--- config.mk ---
export PLATFORM = sky130hd
export DESIGN_NAME = axi_line_fill_ctrl
export DESIGN_NICKNAME = d
export VERILOG_FILES = /design/src/rtl/axi_line_fill_ctrl.sv
export SDC_FILE = /design/constraint.sdc
export NUM_CORES = 1
export LEC_CHECK = 0
export ABC_AREA = 0
export BUFFER_PORTS_ARGS = -buffer_cell sky130_fd_sc_hd__buf_2
export CAP_MARGIN = 20
export CORE_AREA = 5 5 174 176
export CTS_CLUSTER_SIZE = 8
export DETAILED_ROUTE_END_ITERATION = 10
export DIE_AREA = 0 0 179 181
export PLACE_DENSITY_LB_ADDON = 0.25
export SETUP_SLACK_MARGIN = 0.5
export SYNTH_ARGS = -nofsm -noshare
export SYNTH_HDL_FRONTEND = slang
export SYNTH_SLANG_ARGS = --single-unit
--- constraint.sdc ---
create_clock -name clk -period 2.8 [get_ports clk]
set_clock_uncertainty 0.1 [all_clocks]
set_input_delay 0.84 -clock clk [delete_from_list [all_inputs] [get_ports clk]]
set_output_delay 0.84 -clock clk [all_outputs]
set_load 0.05 [all_outputs]
--- src/rtl/axi_line_fill_ctrl.sv ---
// Cache miss engine: optional dirty-victim writeback burst, then a line refill burst, on one AXI4
// master port with a single transaction outstanding at any time.
module axi_line_fill_ctrl #(
    parameter int AXI_ADDR_WIDTH = 32,
    parameter int AXI_DATA_WIDTH = 64,
    parameter int AXI_ID_WIDTH   = 4,
    parameter int LINE_BEATS     = 4,
    parameter int AXI_ID         = 0
) (
    input  logic                          clk,
    input  logic                          rst,
    input  logic                          miss_valid,
    output logic                          miss_ready,
    input  logic [AXI_ADDR_WIDTH-1:0]     miss_addr,
    input  logic                          evict_dirty,
    input  logic [AXI_ADDR_WIDTH-1:0]     evict_addr,
    output logic [$clog2(LINE_BEATS)-1:0] wb_idx,
    input  logic [AXI_DATA_WIDTH-1:0]     wb_data,
    output logic                          fill_we,
    output logic [$clog2(LINE_BEATS)-1:0] fill_idx,
    output logic [AXI_DATA_WIDTH-1:0]     fill_data,
    output logic                          done,
    output logic                          done_err,
    output logic [AXI_ADDR_WIDTH-1:0]     M_AXI_AWADDR,
    output logic                          M_AXI_AWVALID,
    output logic [AXI_ID_WIDTH-1:0]       M_AXI_AWID,
    output logic [7:0]                    M_AXI_AWLEN,
    output logic [2:0]                    M_AXI_AWSIZE,
    output logic [1:0]                    M_AXI_AWBURST,
    input  logic                          M_AXI_AWREADY,
    output logic [AXI_DATA_WIDTH-1:0]     M_AXI_WDATA,
    output logic [AXI_DATA_WIDTH/8-1:0]   M_AXI_WSTRB,
    output logic                          M_AXI_WLAST,
    output logic                          M_AXI_WVALID,
    input  logic                          M_AXI_WREADY,
    input  logic [1:0]                    M_AXI_BRESP,
    input  logic [AXI_ID_WIDTH-1:0]       M_AXI_BID,
    input  logic                          M_AXI_BVALID,
    output logic                          M_AXI_BREADY,
    output logic [AXI_ADDR_WIDTH-1:0]     M_AXI_ARADDR,
    output logic                          M_AXI_ARVALID,
    output logic [AXI_ID_WIDTH-1:0]       M_AXI_ARID,
    output logic [7:0]                    M_AXI_ARLEN,
    output logic [2:0]                    M_AXI_ARSIZE,
    output logic [1:0]                    M_AXI_ARBURST,
    input  logic                          M_AXI_ARREADY,
    input  logic [AXI_DATA_WIDTH-1:0]     M_AXI_RDATA,
    input  logic [1:0]                    M_AXI_RRESP,
    input  logic [AXI_ID_WIDTH-1:0]       M_AXI_RID,
    input  logic                          M_AXI_RLAST,
    input  logic                          M_AXI_RVALID,
    output logic                          M_AXI_RREADY
);
    localparam int IW  = $clog2(LINE_BEATS);
    localparam int OFF = $clog2(LINE_BEATS * AXI_DATA_WIDTH / 8);
    localparam logic [IW-1:0]           LAST_IDX = IW'(LINE_BEATS - 1);
    localparam logic [AXI_ID_WIDTH-1:0] ID_C     = AXI_ID_WIDTH'(AXI_ID);

    typedef enum logic [2:0] {IDLE, WB_AW, WB_W, WB_B, RF_AR, RF_R, DONE} state_t;

    state_t                    state_q, state_d;
    logic [IW-1:0]             cnt_q, cnt_d;
    logic                      err_q, err_d;
    logic [AXI_ADDR_WIDTH-1:0] wb_addr_q, wb_addr_d;
    logic [AXI_ADDR_WIDTH-1:0] rf_addr_q, rf_addr_d;

    // Line-offset bits of the request addresses are deliberately dropped.
    logic unused_offsets;
    assign unused_offsets = ^{miss_addr[OFF-1:0], evict_addr[OFF-1:0]};

    always_ff @(posedge clk or posedge rst) begin
        if (rst) begin
            state_q   <= IDLE;
            cnt_q     <= '0;
            err_q     <= 1'b0;
            wb_addr_q <= '0;
            rf_addr_q <= '0;
        end else begin
            state_q   <= state_d;
            cnt_q     <= cnt_d;
            err_q     <= err_d;
            wb_addr_q <= wb_addr_d;
            rf_addr_q <= rf_addr_d;
        end
    end

    assign M_AXI_AWADDR  = wb_addr_q;
    assign M_AXI_ARADDR  = rf_addr_q;
    assign M_AXI_AWID    = ID_C;
    assign M_AXI_ARID    = ID_C;
    assign M_AXI_AWLEN   = 8'(LINE_BEATS - 1);
    assign M_AXI_ARLEN   = 8'(LINE_BEATS - 1);
    assign M_AXI_AWSIZE  = 3'($clog2(AXI_DATA_WIDTH / 8));
    assign M_AXI_ARSIZE  = 3'($clog2(AXI_DATA_WIDTH / 8));
    assign M_AXI_AWBURST = 2'b01;
    assign M_AXI_ARBURST = 2'b01;
    assign M_AXI_WSTRB   = '1;
    assign M_AXI_WDATA   = wb_data;
    assign wb_idx        = cnt_q;
    assign fill_idx      = cnt_q;
    assign fill_data     = M_AXI_RDATA;

    always_comb begin
        state_d       = state_q;
        cnt_d         = cnt_q;
        err_d         = err_q;
        wb_addr_d     = wb_addr_q;
        rf_addr_d     = rf_addr_q;
        miss_ready    = 1'b0;
        M_AXI_AWVALID = 1'b0;
        M_AXI_WVALID  = 1'b0;
        M_AXI_WLAST   = 1'b0;
        M_AXI_BREADY  = 1'b0;
        M_AXI_ARVALID = 1'b0;
        M_AXI_RREADY  = 1'b0;
        fill_we       = 1'b0;
        done          = 1'b0;
        done_err      = 1'b0;
        case (state_q)
            IDLE: begin
                // Held low while reset is asserted so no request looks accepted.
                miss_ready = !rst;
                if (miss_valid) begin
                    wb_addr_d = {evict_addr[AXI_ADDR_WIDTH-1:OFF], {OFF{1'b0}}};
                    rf_addr_d = {miss_addr[AXI_ADDR_WIDTH-1:OFF], {OFF{1'b0}}};
                    state_d   = evict_dirty ? WB_AW : RF_AR;
                end
            end
            WB_AW: begin
                M_AXI_AWVALID = 1'b1;
                if (M_AXI_AWREADY) state_d = WB_W;
            end
            WB_W: begin
                M_AXI_WVALID = 1'b1;
                M_AXI_WLAST  = (cnt_q == LAST_IDX);
                if (M_AXI_WREADY) begin
                    cnt_d = cnt_q + 1'b1;
                    if (cnt_q == LAST_IDX) begin
                        cnt_d   = '0;
                        state_d = WB_B;
                    end
                end
            end
            WB_B: begin
                M_AXI_BREADY = 1'b1;
                if (M_AXI_BVALID) begin
                    if (M_AXI_BRESP != 2'b00 || M_AXI_BID != ID_C) err_d = 1'b1;
                    state_d = RF_AR;
                end
            end
            RF_AR: begin
                M_AXI_ARVALID = 1'b1;
                if (M_AXI_ARREADY) state_d = RF_R;
            end
            RF_R: begin
                M_AXI_RREADY = 1'b1;
                if (M_AXI_RVALID) begin
                    fill_we = 1'b1;
                    cnt_d   = cnt_q + 1'b1;
                    if (M_AXI_RRESP != 2'b00 || M_AXI_RID != ID_C ||
                        M_AXI_RLAST != (cnt_q == LAST_IDX)) err_d = 1'b1;
                    // Beat count, not RLAST, ends the refill.
                    if (cnt_q == LAST_IDX) state_d = DONE;
                end
            end
            DONE: begin
                done     = 1'b1;
                done_err = err_q;
                err_d    = 1'b0;
                cnt_d    = '0;
                state_d  = IDLE;
            end
            default: state_d = IDLE;
        endcase
    end
endmodule

== Word-level counts from Yosys, hierarchy flattened ==
Cells that the tools add are included.

* Bits in registers: 60
* Bits in latches: 0
* Memory bits (writable): 0
* Bits in read-only memories: 0
* Output and inout port bits: 248
* Word-level logic and storage cells: 69
* Memories: 0

* Add/sub/neg operators: 1
* Multiply operators: 0
* Divide/modulo/power cells: 0
* Order comparisons: 0
* Eq/ne operators: 18
* Shift operators: 0
* Multiplexer cells: 30
* Bitwise operators: 0
* Reduce and logical (&&, ||, !) cells: 15

{| class="wikitable"
|+ Operator list
! operator !! count
|-
| $mux W3 || 9
|-
| $ne A2 B2 Y1 const B || 10
|-
| $pmux W3 S6 || 1
|-
| $mux W1 || 15
|-
| $eq A3 B3 Y1 const B || 3
|-
| $reduce_and A8 Y1 || 1
|-
| $reduce_bool A4 Y1 || 2
|-
| $eq A3 B2 Y1 const B || 2
|-
| $mux W2 || 3
|-
| $pmux W2 S3 || 1
|-
| $reduce_bool A3 Y1 || 2
|-
| $reduce_and A5 Y1 || 1
|-
| $reduce_bool A2 Y1 || 2
|-
| $eq A3 B1 Y1 const B || 1
|-
| $logic_not A3 Y1 || 1
|-
| $logic_or A1 B1 Y1 || 3
|-
| $pmux W1 S3 || 1
|-
| $reduce_and A3 Y1 || 1
|-
| $add A2 B1 Y2 const B || 1
|-
| $eq A2 B2 Y1 const B || 1
|-
| $reduce_and A2 Y1 || 1
|-
| $logic_not A1 Y1 || 1
|-
| $ne A1 B1 Y1 || 1
|}

== Longest topological paths before layout ==
Gate-level depths: netlist of the first run.

* Depth after elaboration: 6
* Gate-level depth with buffers: 5
* Gate-level depth less buffers: 5

== Worst setup path before layout of the first run ==
Ideal clock, no wire load.

* Path kind: input to output
* Start point: input rst
* End point: output miss_ready
* Data arrival time: 2289 ps
* Required time: 1860 ps
* Slack: -429 ps
* Stages: 1
* Buffers on the path: 0
* Path through: nor4_1

* Word-level cells in the longest chain between the ends: 2

{| class="wikitable"
|+ RTL lines
! item !! RTL line !! source
|-
| start, declared || 11 || <nowiki>input logic rst,</nowiki>
|-
| $logic_not A1 Y1 || 122 || <nowiki>miss_ready = !rst;</nowiki>
|-
| $mux W1 || 119 || <nowiki>case (state_q)</nowiki>
|-
| end, declared || 13 || <nowiki>output logic miss_ready,</nowiki>
|}

No other way between the ends.

== Worst setup path after layout of the first run ==
* Start point: register state_q[1]
* End point: output M_AXI_RREADY

* Word-level cells in the longest chain between the ends: 2

{| class="wikitable"
|+ RTL lines
! item !! RTL line !! source
|-
| start, declared || 61 || <nowiki>state_t state_q, state_d;</nowiki>
|-
| start signal, assigned || 79 || <nowiki>state_q <= state_d;</nowiki>
|-
| $eq A3 B3 Y1 || 119 ||
|-
| $mux W1 || 119 ||
|-
| end, declared || 52 || <nowiki>output logic M_AXI_RREADY</nowiki>
|}

No other way between the ends.

==> results of run 1 <==
[metal layers]
layer,up-vias,routed length [um],GRT usage
li1,1020,-,-
met1,1107,5020,0.0857
met2,267,7220,0.144
met3,30,2630,0.0615
met4,6,464,0.0381
met5,-,79,0.0108
[report_power, final]
group | internal, uW | leakage (uW) | switching [uW]
clock | 685 | 0.000149 | 434
sequential | 1320 | 0.000705 | 263
combinational | 1370 | 0.00141 | 2610
total | 3370 | 0.00227 | 3300
[cells in the final DEF, fill, tap and decap left out, types with 4 or more instances in the layout]
master	netlist	layout
clkbuf_16	0	9
mux2_2	4	4
buf_8	1	4
dfrtp_1	60	57
o21ai_0	5	5
mux2_4	50	50
buf_12	5	5
nand2_1	5	5
buf_2	3	133
buf_4	182	18
clkinv_2	0	4
conb_1	2	52
buf_6	0	6
[state kept, by name, indices dropped and copies added, names as in the netlist]
name / flops
M_AXI_ARADDR: 27
M_AXI_AWADDR: 27
err_q: 1
fill_idx: 2
state_q: 3
[worst min path at each step]
stage	start	endpoint	slack (ps)
2_1_floorplan	err_q$_DFFE_PP0P_	err_q$_DFFE_PP0P_	470
3_3_place_gp	M_AXI_ARADDR[5]$_DFFE_PP0P_	M_AXI_ARADDR[5]$_DFFE_PP0P_	390
3_5_place_dp	M_AXI_AWADDR[5]$_DFFE_PP0P_	M_AXI_AWADDR[5]$_DFFE_PP0P_	390
4_1_cts	M_AXI_ARADDR[6]$_DFFE_PP0P_	M_AXI_ARADDR[6]$_DFFE_PP0P_	400
5_1_grt	M_AXI_ARADDR[6]$_DFFE_PP0P_	M_AXI_ARADDR[6]$_DFFE_PP0P_	410
6_report	M_AXI_AWADDR[16]$_DFFE_PP0P_	M_AXI_AWADDR[16]$_DFFE_PP0P_	400
[per-stage QoR]
stage	hold slack, ps	total power (uW)	setup slack (ps)
after floorplan	471	5150	491
after global placement	387	5360	296
after detailed placement	387	5350	292
after CTS	402	6700	316
after global routing	409	7020	291
final	399	6670	353
[timing repair]
action | CTS | global route
gates resized for setup | 32 | 9
endpoints found under the setup margin | 10 | 10
hold buffers | 0 | 0
buffers inserted | 7 | 6
hold endpoints to repair | 0 | 0
pin swaps | 1 | 2
[worst register-to-register path, cell delays in order, from the launching register on]
cell and delay [ps]:
dfrtp_2 460, buf_4 160, nor2_1 140, and3_4 500
buf_4 290, mux2_4 310
[cell families after synthesis]
| family | after synthesis |
|---|---|
| and+or+nand+nor | 31 |
| adders and majority gates | 1 |
| DFF | 60 |
| other | 2 |
| buffers and inverters | 195 |
| muxes | 55 |
| xor gates and xnor gates | 1 |
| AOI/OAI and AO/OA | 16 |
[cell type report]
type	instances	area (um^2)	share of cell area
Sequential cell	60	1510	0.320
Multi-Input combinational cell	156	1380	0.293
Timing Repair Buffer	166	1030	0.219
Tap cell	384	480	0.102
Clock buffer	9	225	0.0479
Clock inverter	7	67.6	0.0144
Inverter	4	21.3	0.00452
==> Implementation_results.wiki, run 1 <==
{| class="wikitable"
! Metric !! Value
|-
| Outcome || complete, no violations
|-
| Flop2flop setup slack || 740 ps
|-
| Worst-case clock buffer depth || 2
|-
| TritonCTS Buffers || 9
|-
| Filler-free cell count of the finished design || 786
|-
| Layout-stage area growth over the synthesis result || 14.0%
|-
| DRC viols || 0
|-
| Period Utilization, post-route || 0.874
|-
| Fraction of post-synthesis cell area in the top cell type by area || 0.364
|-
| Total number of vias || 2430
|-
| Mux cell area share after synthesis || 0.195
|-
| Leading area contributor after synthesis || dfrtp_1
|-
| Max rail drop VDD || 0.320 mV
|-
| Syn Area/Cell || 11.4 um^2
|-
| Xor/xnor share of the synthesized area || 0.00212
|-
| Critical path endpoint category || output pin
|-
| Highest achievable clock rate || 0.409 GHz
|-
| Most frequent cells after synthesis || 182 x buf_4, 60 x dfrtp_1, 50 x mux2_4
|-
| Per-cell routed wire length || 19.6 um
|-
| Main combinational cell family by area after synthesis || buffers and inverters
|-
| WL final || 15400 um
|-
| Sequential area share after synthesis || 0.364
|-
| Row count || 62
|-
| Final critical path time including I/O delays and setup || 2450 ps
|-
| Total half-perimeter wirelength after legalization and detailed placement || 12900 um
|-
| Filler cells || 3188
|-
| Worst R2R Path Depth || 5
|-
| Simple-gate portion of the synthesized area || 0.0422
|-
| Cells traversed along the worst timing path || buf_4 > buf_12 > and3b_2 > buf_8
|-
| Die Footprint || 32400 um^2
|-
| Post-synthesis share of cell area spent on full adders, half adders and majority gates || 0.00303
|-
| Power density over the cells || 1420 nW/um^2
|-
| Synth Instances || 361
|-
| Worst R2R End || M_AXI_AWADDR[29]$_DFFE_PP0P_
|-
| Cell chosen for the clock root || clkbuf_16
|-
| Worst skew pair latency || 330 ps
|-
| Pleak || 0.00227 uW
|-
| Synth top area cells || dfrtp_1 36%, buf_4 33%, mux2_4 18%
|-
| Post-placement cell count || 757
|-
| Setup repair after global routing missed its margin || true
|-
| Crit Path Max Fanout || 7
|-
| Number of global-route vias before repair || 2475
|-
| Max incr delay on CP || 460 ps
|-
| Max-slew violations || 0
|-
| Number of different library cells in the post-synthesis netlist || 38
|-
| Number of cells on the critical path || 4
|-
| CP Launch Point || state_q[1]$_DFFE_PP0P_
|-
| Startpoint types || register
|-
| Setup crit end || M_AXI_RREADY
|-
| Maximum number of pins on one net before global-route repair || 33
|-
| Final TNS setup || 0 ps
|-
| Die width || 179 um
|-
| Leftover overflow at the end of global routing || 0
|-
| Vias per cell || 3.09
|-
| Iteration-0 DRC Markers || 69
|-
| FF+latch count, synth || 60
|-
| Wire length of the first global-routing pass || 19900 um
|-
| EDFF count, synth || 0
|-
| Iteration count of the initial detailed-routing pass || 3
|-
| Antenna-violating nets left || 0
|-
| Quantity of I/O buffers inserted on ports || 143
|-
| Mapped Area || 4130 um^2
|-
| Fraction of final layout cells sized beyond drive strength 1 || 0.639
|-
| Cell depth of the worst hold path || 1
|-
| Worst min-delay path class || reg2reg
|-
| Overall track demand over capacity in global routing || 0.0885
|-
| Clock transition at the register clock pins on the worst setup and hold paths after CTS || 50 ps
|-
| Final cell utilization of the core || 0.165
|-
| Starting density of the core || 0.145
|-
| Primary FF master, synth || dfrtp_1
|-
| Number of sinks on the clock net || 60
|-
| Final setup violation count || 0
|-
| Routability congestion estimate from global placement || 0.729
|-
| Cell at the slowest stage of the critical path || dfrtp_2
|-
| Number of warnings reported in the yosys synthesis log || 0
|-
| Max_cap viols || 0
|-
| Number of antenna violations at the first check in global routing || 3
|-
| TritonCTS clock tree || yes
|-
| Clock H-tree levels || 3
|-
| Most instantiated library cell after synthesis || buf_4
|-
| Total non-filler cell area in the finished layout || 4700 um^2
|-
| Startpoint-to-endpoint class of the critical path || reg2out
|-
| Area of the core || 28500 um^2
|-
| Reg-to-reg startpoint || state_q[1]$_DFFE_PP0P_
|-
| Category of cells accounting for the largest share of critical-path delay || flip-flops
|-
| Crit path buf inv count || 3
|-
| Top-level I/O count || 462
|-
| Count of antenna diodes in the layout || 0
|-
| WP data arrival || 1510 ps
|-
| Fraction of the mapped netlist area in compound gates || 0.0252
|-
| Chip Height || 181 um
|-
| Final hold violation count || 0
|-
| Post-detailed-placement cell area || 4170 um^2
|-
| Share of async-settable or async-resettable flops after synthesis || 1.00
|-
| Total number of nets in the final design || 612
|-
| Data required time at the worst endpoint || 1860 ps
|}
(Power assumes the default switching activity.)
==> run 2, diff against run 1 <==
Settings changed: SLEW_MARGIN set to 40.
Clock period 2.8 ns to 2.85 ns, I/O delays scaled along.
==> Implementation_results.wiki, run 2 (synthesis gave the netlist of run 1 again) <==
{| class="wikitable"
! Metric !! Value
|-
| Sequential Power Share || 0.240
|-
| Internal power summed over all cells || 3220 uW
|-
| Max rail drop VDD || 0.303 mV
|-
| Final hold violation count || 0
|-
| WL final || 14700 um
|-
| Worst-case hold slack || 399 ps
|-
| Clk network pwr share || 0.159
|-
| Number of antenna violations at the first check in global routing || 0
|-
| Startpoint types || register
|-
| WP data arrival || 1460 ps
|-
| Max_slew headroom || 0.613
|-
| Iteration-0 DRC Markers || 84
|-
| Iteration count of the initial detailed-routing pass || 4
|-
| Max-slew violations || 0
|-
| Starting density of the core || 0.145
|-
| Antenna-violating nets left || 0
|-
| Net switching power figure || 3200 uW
|-
| Post-placement cell count || 754
|-
| Worst skew pair latency || 330 ps
|-
| Setup Slack @ Placement || 380 ps
|-
| Filler-free cell count of the finished design || 779
|-
| Final critical path time including I/O delays and setup || 2410 ps
|-
| Gate power share || 0.601
|-
| Chip Height || 181 um
|-
| Overall track demand over capacity in global routing || 0.0830
|-
| Number of global-route vias before repair || 2382
|-
| Per-cell routed wire length || 18.9 um
|-
| Leftover overflow at the end of global routing || 0
|-
| Area of the core || 28500 um^2
|-
| Highest achievable clock rate || 0.414 GHz
|-
| Count of antenna diodes in the layout || 0
|-
| Pleak || 0.00222 uW
|-
| Most frequent standard cell in the layout excluding fill and tap cells || buf_2
|-
| Die Footprint || 32400 um^2
|-
| Period Utilization, post-route || 0.847
|-
| Total power || 6420 uW
|-
| Wire length of the first global-routing pass || 18800 um
|-
| Vias per cell || 3.08
|-
| TritonCTS clock tree || yes
|-
| Max_cap viols || 0
|-
| Worst min-delay path class || reg2reg
|-
| Final setup violation count || 0
|-
| Final TNS setup || 0 ps
|-
| Total half-perimeter wirelength after legalization and detailed placement || 12600 um
|-
| Routability congestion estimate from global placement || 0.755
|-
| Quantity of I/O buffers inserted on ports || 143
|-
| Clock H-tree levels || 3
|-
| Most frequent cells in the layout || 132 x buf_2, 58 x dfrtp_1, 52 x conb_1
|-
| Total number of nets in the final design || 606
|-
| Power density over the cells || 1380 nW/um^2
|-
| Fraction of final layout cells sized beyond drive strength 1 || 0.633
|-
| Worst-case clock buffer depth || 2
|-
| Critical path endpoint category || output pin
|-
| Outcome || complete, no violations
|-
| Maximum number of pins on one net before global-route repair || 40
|-
| Clock transition at the register clock pins on the worst setup and hold paths after CTS || 60 ps
|-
| Top-level I/O count || 462
|-
| Startpoint-to-endpoint class of the critical path || reg2out
|-
| Setup repair after global routing missed its margin || true
|-
| TritonCTS Buffers || 9
|-
| Number of sinks on the clock net || 60
|-
| Die width || 179 um
|-
| Actual slew at the worst max-slew pin || 579 ps
|-
| Sw Share || 0.499
|-
| Layout-stage area growth over the synthesis result || 12.5%
|-
| Row count || 62
|-
| Crit Path Max Fanout || 3
|-
| Data required time at the worst endpoint || 1900 ps
|-
| Cell chosen for the clock root || clkbuf_16
|-
| Worst Setup Slack, final || 435 ps
|-
| Total number of vias || 2401
|-
| DRC viols || 0
|}
## run 2: final cells by class
class,count,area [um^2]
clock buffer,11,253
sequential,60,1500
fill,3193,23800
clock inverter,4,25.0
tap,384,480
multi-input combinational,156,1370
inverter,4,21.3
timing repair buffer,160,983
## run 2: per-stage QoR
stage           util  area, um^2
2_1_floorplan      -        4350
3_3_place_gp   0.146        4140
3_5_place_dp   0.146        4140
4_1_cts        0.161        4580
5_1_grt        0.163        4640
6_report       0.163        4640
## run 2: worst paths after layout
kind	from	end	slack, ps	cells past startpoint
setup / recovery	state_q[2]$_DFFE_PP0P_	M_AXI_WLAST	440	4
max in group asynchronous	rst	M_AXI_AWADDR[7]$_DFFE_PP0P_	1470	4
hold reg to reg	M_AXI_AWADDR[7]$_DFFE_PP0P_	M_AXI_AWADDR[7]$_DFFE_PP0P_	400	1
setup reg to reg	state_q[0]$_DFFE_PP0P_	M_AXI_ARADDR[8]$_DFFE_PP0P_	930	5
min in group asynchronous	rst	fill_idx[0]$_DFFE_PP0P_	600	3
hold / removal	M_AXI_AWADDR[7]$_DFFE_PP0P_	M_AXI_AWADDR[7]$_DFFE_PP0P_	400	1
## run 2: worst max-delay path, cell delays in order (launching register included)
cell and delay (ps):
dfrtp_1 380, and2b_2 240, nor2b_4 190, and2_4 170
buf_8 140
## run 2: timing repair
item / CTS / global route
hold buffers: 0 / 0
setup endpoints to repair: 10 / 9
gates resized for setup: 35 / 12
setup buffers: 6 / 4
pin swaps: 1 / 2
## run 2: power groups by stage
stage	combinational [uW]	sequential, uW	clock [uW]
global route	4040	1610	1110
finish	3860	1540	1020
CTS	3860	1540	1080
floorplan	2080	2960	0
global placement	3710	1540	0
detailed placement	3680	1560	0
## run 2: metal layers
metal | track usage | vias up | part of all wire
met3 | 0.0675 | 30 | 0.20
met5 | 0.00772 | - | 0.0022
met2 | 0.143 | 276 | 0.48
met4 | 0.0325 | 2 | 0.032
li1 | - | 1002 | -
met1 | 0.0688 | 1091 | 0.29
==> run 3, diff against run 2 <==
Clock period 2.85 ns to 2 ns, I/O delays scaled along.
==> Implementation_results.wiki, run 3 (synthesis gave the netlist of run 1 again) <==
{| class="wikitable"
! Metric !! Value
|-
| Total non-filler cell area in the finished layout || 5590 um^2
|-
| Internal power summed over all cells || 6200 uW
|-
| TritonCTS clock tree || yes
|-
| Filler-free cell count of the finished design || 827
|-
| Critical path endpoint category || output pin
|-
| Quantity of I/O buffers inserted on ports || 143
|-
| Setup Slack @ Placement || 77.6 ps
|-
| Layout-stage area growth over the synthesis result || 35.4%
|-
| Count of antenna diodes in the layout || 0
|-
| Final critical path time including I/O delays and setup || 2130 ps
|-
| Sequential Power Share || 0.209
|-
| Per-cell routed wire length || 17.8 um
|-
| Crit path buf inv count || 2
|-
| Iteration-0 DRC Markers || 85
|-
| Pleak || 0.00264 uW
|-
| Worst min-delay path class || in2async
|-
| Die Footprint || 32400 um^2
|-
| Setup repair after global routing missed its margin || true
|-
| Area of the core || 28500 um^2
|-
| Number of global-route vias before repair || 2612
|-
| Antenna-violating nets left || 0
|-
| Vias per cell || 3.13
|-
| Final setup violation count || 8
|-
| Worst-case clock buffer depth || 2
|-
| Clk network pwr share || 0.145
|-
| Worst skew pair latency || 330 ps
|-
| Violated checks || setup timing
|-
| Cell chosen for the clock root || clkbuf_16
|-
| Final hold violation count || 0
|-
| Max incr delay on CP || 460 ps
|-
| Most frequent cells in the layout || 76 x buf_2, 70 x buf_6, 56 x dfrtp_1
|-
| Fraction of final layout cells sized beyond drive strength 1 || 0.684
|-
| Startpoint-to-endpoint class of the critical path || reg2out
|-
| Leftover overflow at the end of global routing || 0
|-
| Final TNS setup || -580 ps
|-
| Number of antenna violations at the first check in global routing || 1
|-
| Outcome || finished with violations
|-
| Worst Setup Slack, final || -129 ps
|-
| WP data arrival || 1430 ps
|-
| Post-CTS Hold Fix Bufs || 0
|-
| Cells traversed along the worst timing path || buf_6 > nor4_4 > buf_6
|-
| Number of sinks on the clock net || 60
|-
| TritonCTS Buffers || 9
|-
| Gate power share || 0.646
|-
| Cell at the slowest stage of the critical path || dfrtp_2
|-
| Startpoint types || register
|-
| Die width || 179 um
|-
| Clock transition at the register clock pins on the worst setup and hold paths after CTS || 60 ps
|-
| Power density over the cells || 2000 nW/um^2
|-
| Routability congestion estimate from global placement || 0.740
|-
| Post-detailed-placement cell area || 4230 um^2
|-
| WL final || 14700 um
|-
| Row count || 62
|-
| Category of cells accounting for the largest share of critical-path delay || flip-flops
|-
| Max-slew violations || 0
|-
| Post-placement cell count || 760
|-
| Sw Share || 0.445
|-
| Max rail drop VDD || 0.452 mV
|-
| Wire length of the first global-routing pass || 19000 um
|-
| Net switching power figure || 4970 uW
|-
| Starting density of the core || 0.145
|-
| Period Utilization, post-route || 1.06
|-
| Iteration count of the initial detailed-routing pass || 4
|-
| Total half-perimeter wirelength after legalization and detailed placement || 11700 um
|-
| DRC viols || 0
|-
| Data required time at the worst endpoint || 1300 ps
|-
| Total number of vias || 2591
|-
| Chip Height || 181 um
|-
| Clock H-tree levels || 3
|-
| Total power || 11200 uW
|-
| Most frequent standard cell in the layout excluding fill and tap cells || buf_2
|-
| Top-level I/O count || 462
|-
| Maximum number of pins on one net before global-route repair || 42
|-
| Total number of nets in the final design || 653
|-
| Highest achievable clock rate || 0.470 GHz
|-
| Overall track demand over capacity in global routing || 0.0810
|-
| Crit Path Max Fanout || 6
|-
| Max_cap viols || 0
|-
| Critical Path Most Common Cell || buf_6
|-
| Filler cells || 3098
|}
## run 3: through the flow
| step | hold slack (ps) | utilization |
|---|---|---|
| final | 159 | 0.196 |
| after CTS | 149 | 0.186 |
| after detailed placement | 386 | 0.149 |
| after global placement | 386 | 0.149 |
| after floorplan | 476 | - |
| after global routing | 166 | 0.196 |
## run 3: layout make-up
class / count / area [um^2] / share of cell area
repair buffers: 206 / 1840 / 0.330
flip-flops and latches: 60 / 1510 / 0.270
multi-input cells: 157 / 1420 / 0.255
well taps: 384 / 480 / 0.0860
clock buffers: 11 / 253 / 0.0453
clock inverters: 5 / 58.8 / 0.0105
inverters: 4 / 21.3 / 0.00381
## run 3: worst paths after layout
path,start,end,slack [ps],depth (start not counted)
min,rst,M_AXI_ARADDR[12]$_DFFE_PP0P_,160,2
max in group asynchronous,rst,M_AXI_ARADDR[20]$_DFFE_PP0P_,1140,3
max,state_q[0]$_DFFE_PP0P_,miss_ready,-130,3
max reg2reg,state_q[1]$_DFFE_PP0P_,M_AXI_ARADDR[18]$_DFFE_PP0P_,30,7
min in group clk,miss_addr[28],M_AXI_ARADDR[28]$_DFFE_PP0P_,390,2
min reg2reg,M_AXI_ARADDR[9]$_DFFE_PP0P_,M_AXI_ARADDR[9]$_DFFE_PP0P_,430,1
## run 3: repair_timing
action | CTS | global route
gates cloned | 3 | 3
resized for setup | 146 | 27
pin swaps | 2 | 4
endpoints found under the hold margin | 0 | 0
buffers inserted | 29 | 16
endpoints found under the setup margin | 124 | 124
## run 3: per-layer routing
layer,global-route usage,routed length (um)
met1,0.0651,4040
met2,0.144,7640
met3,0.0635,2580
met4,0.0295,382
met5,0.0185,98
## run 3: power groups by stage
stage,sequential (uW),combinational (uW),clock [uW]
finish,2330,7210,1620
global route,2420,7550,1730
CTS,2320,6820,1680
detailed placement,2210,5390,0
global placement,2200,5410,0
floorplan,4240,3050,0
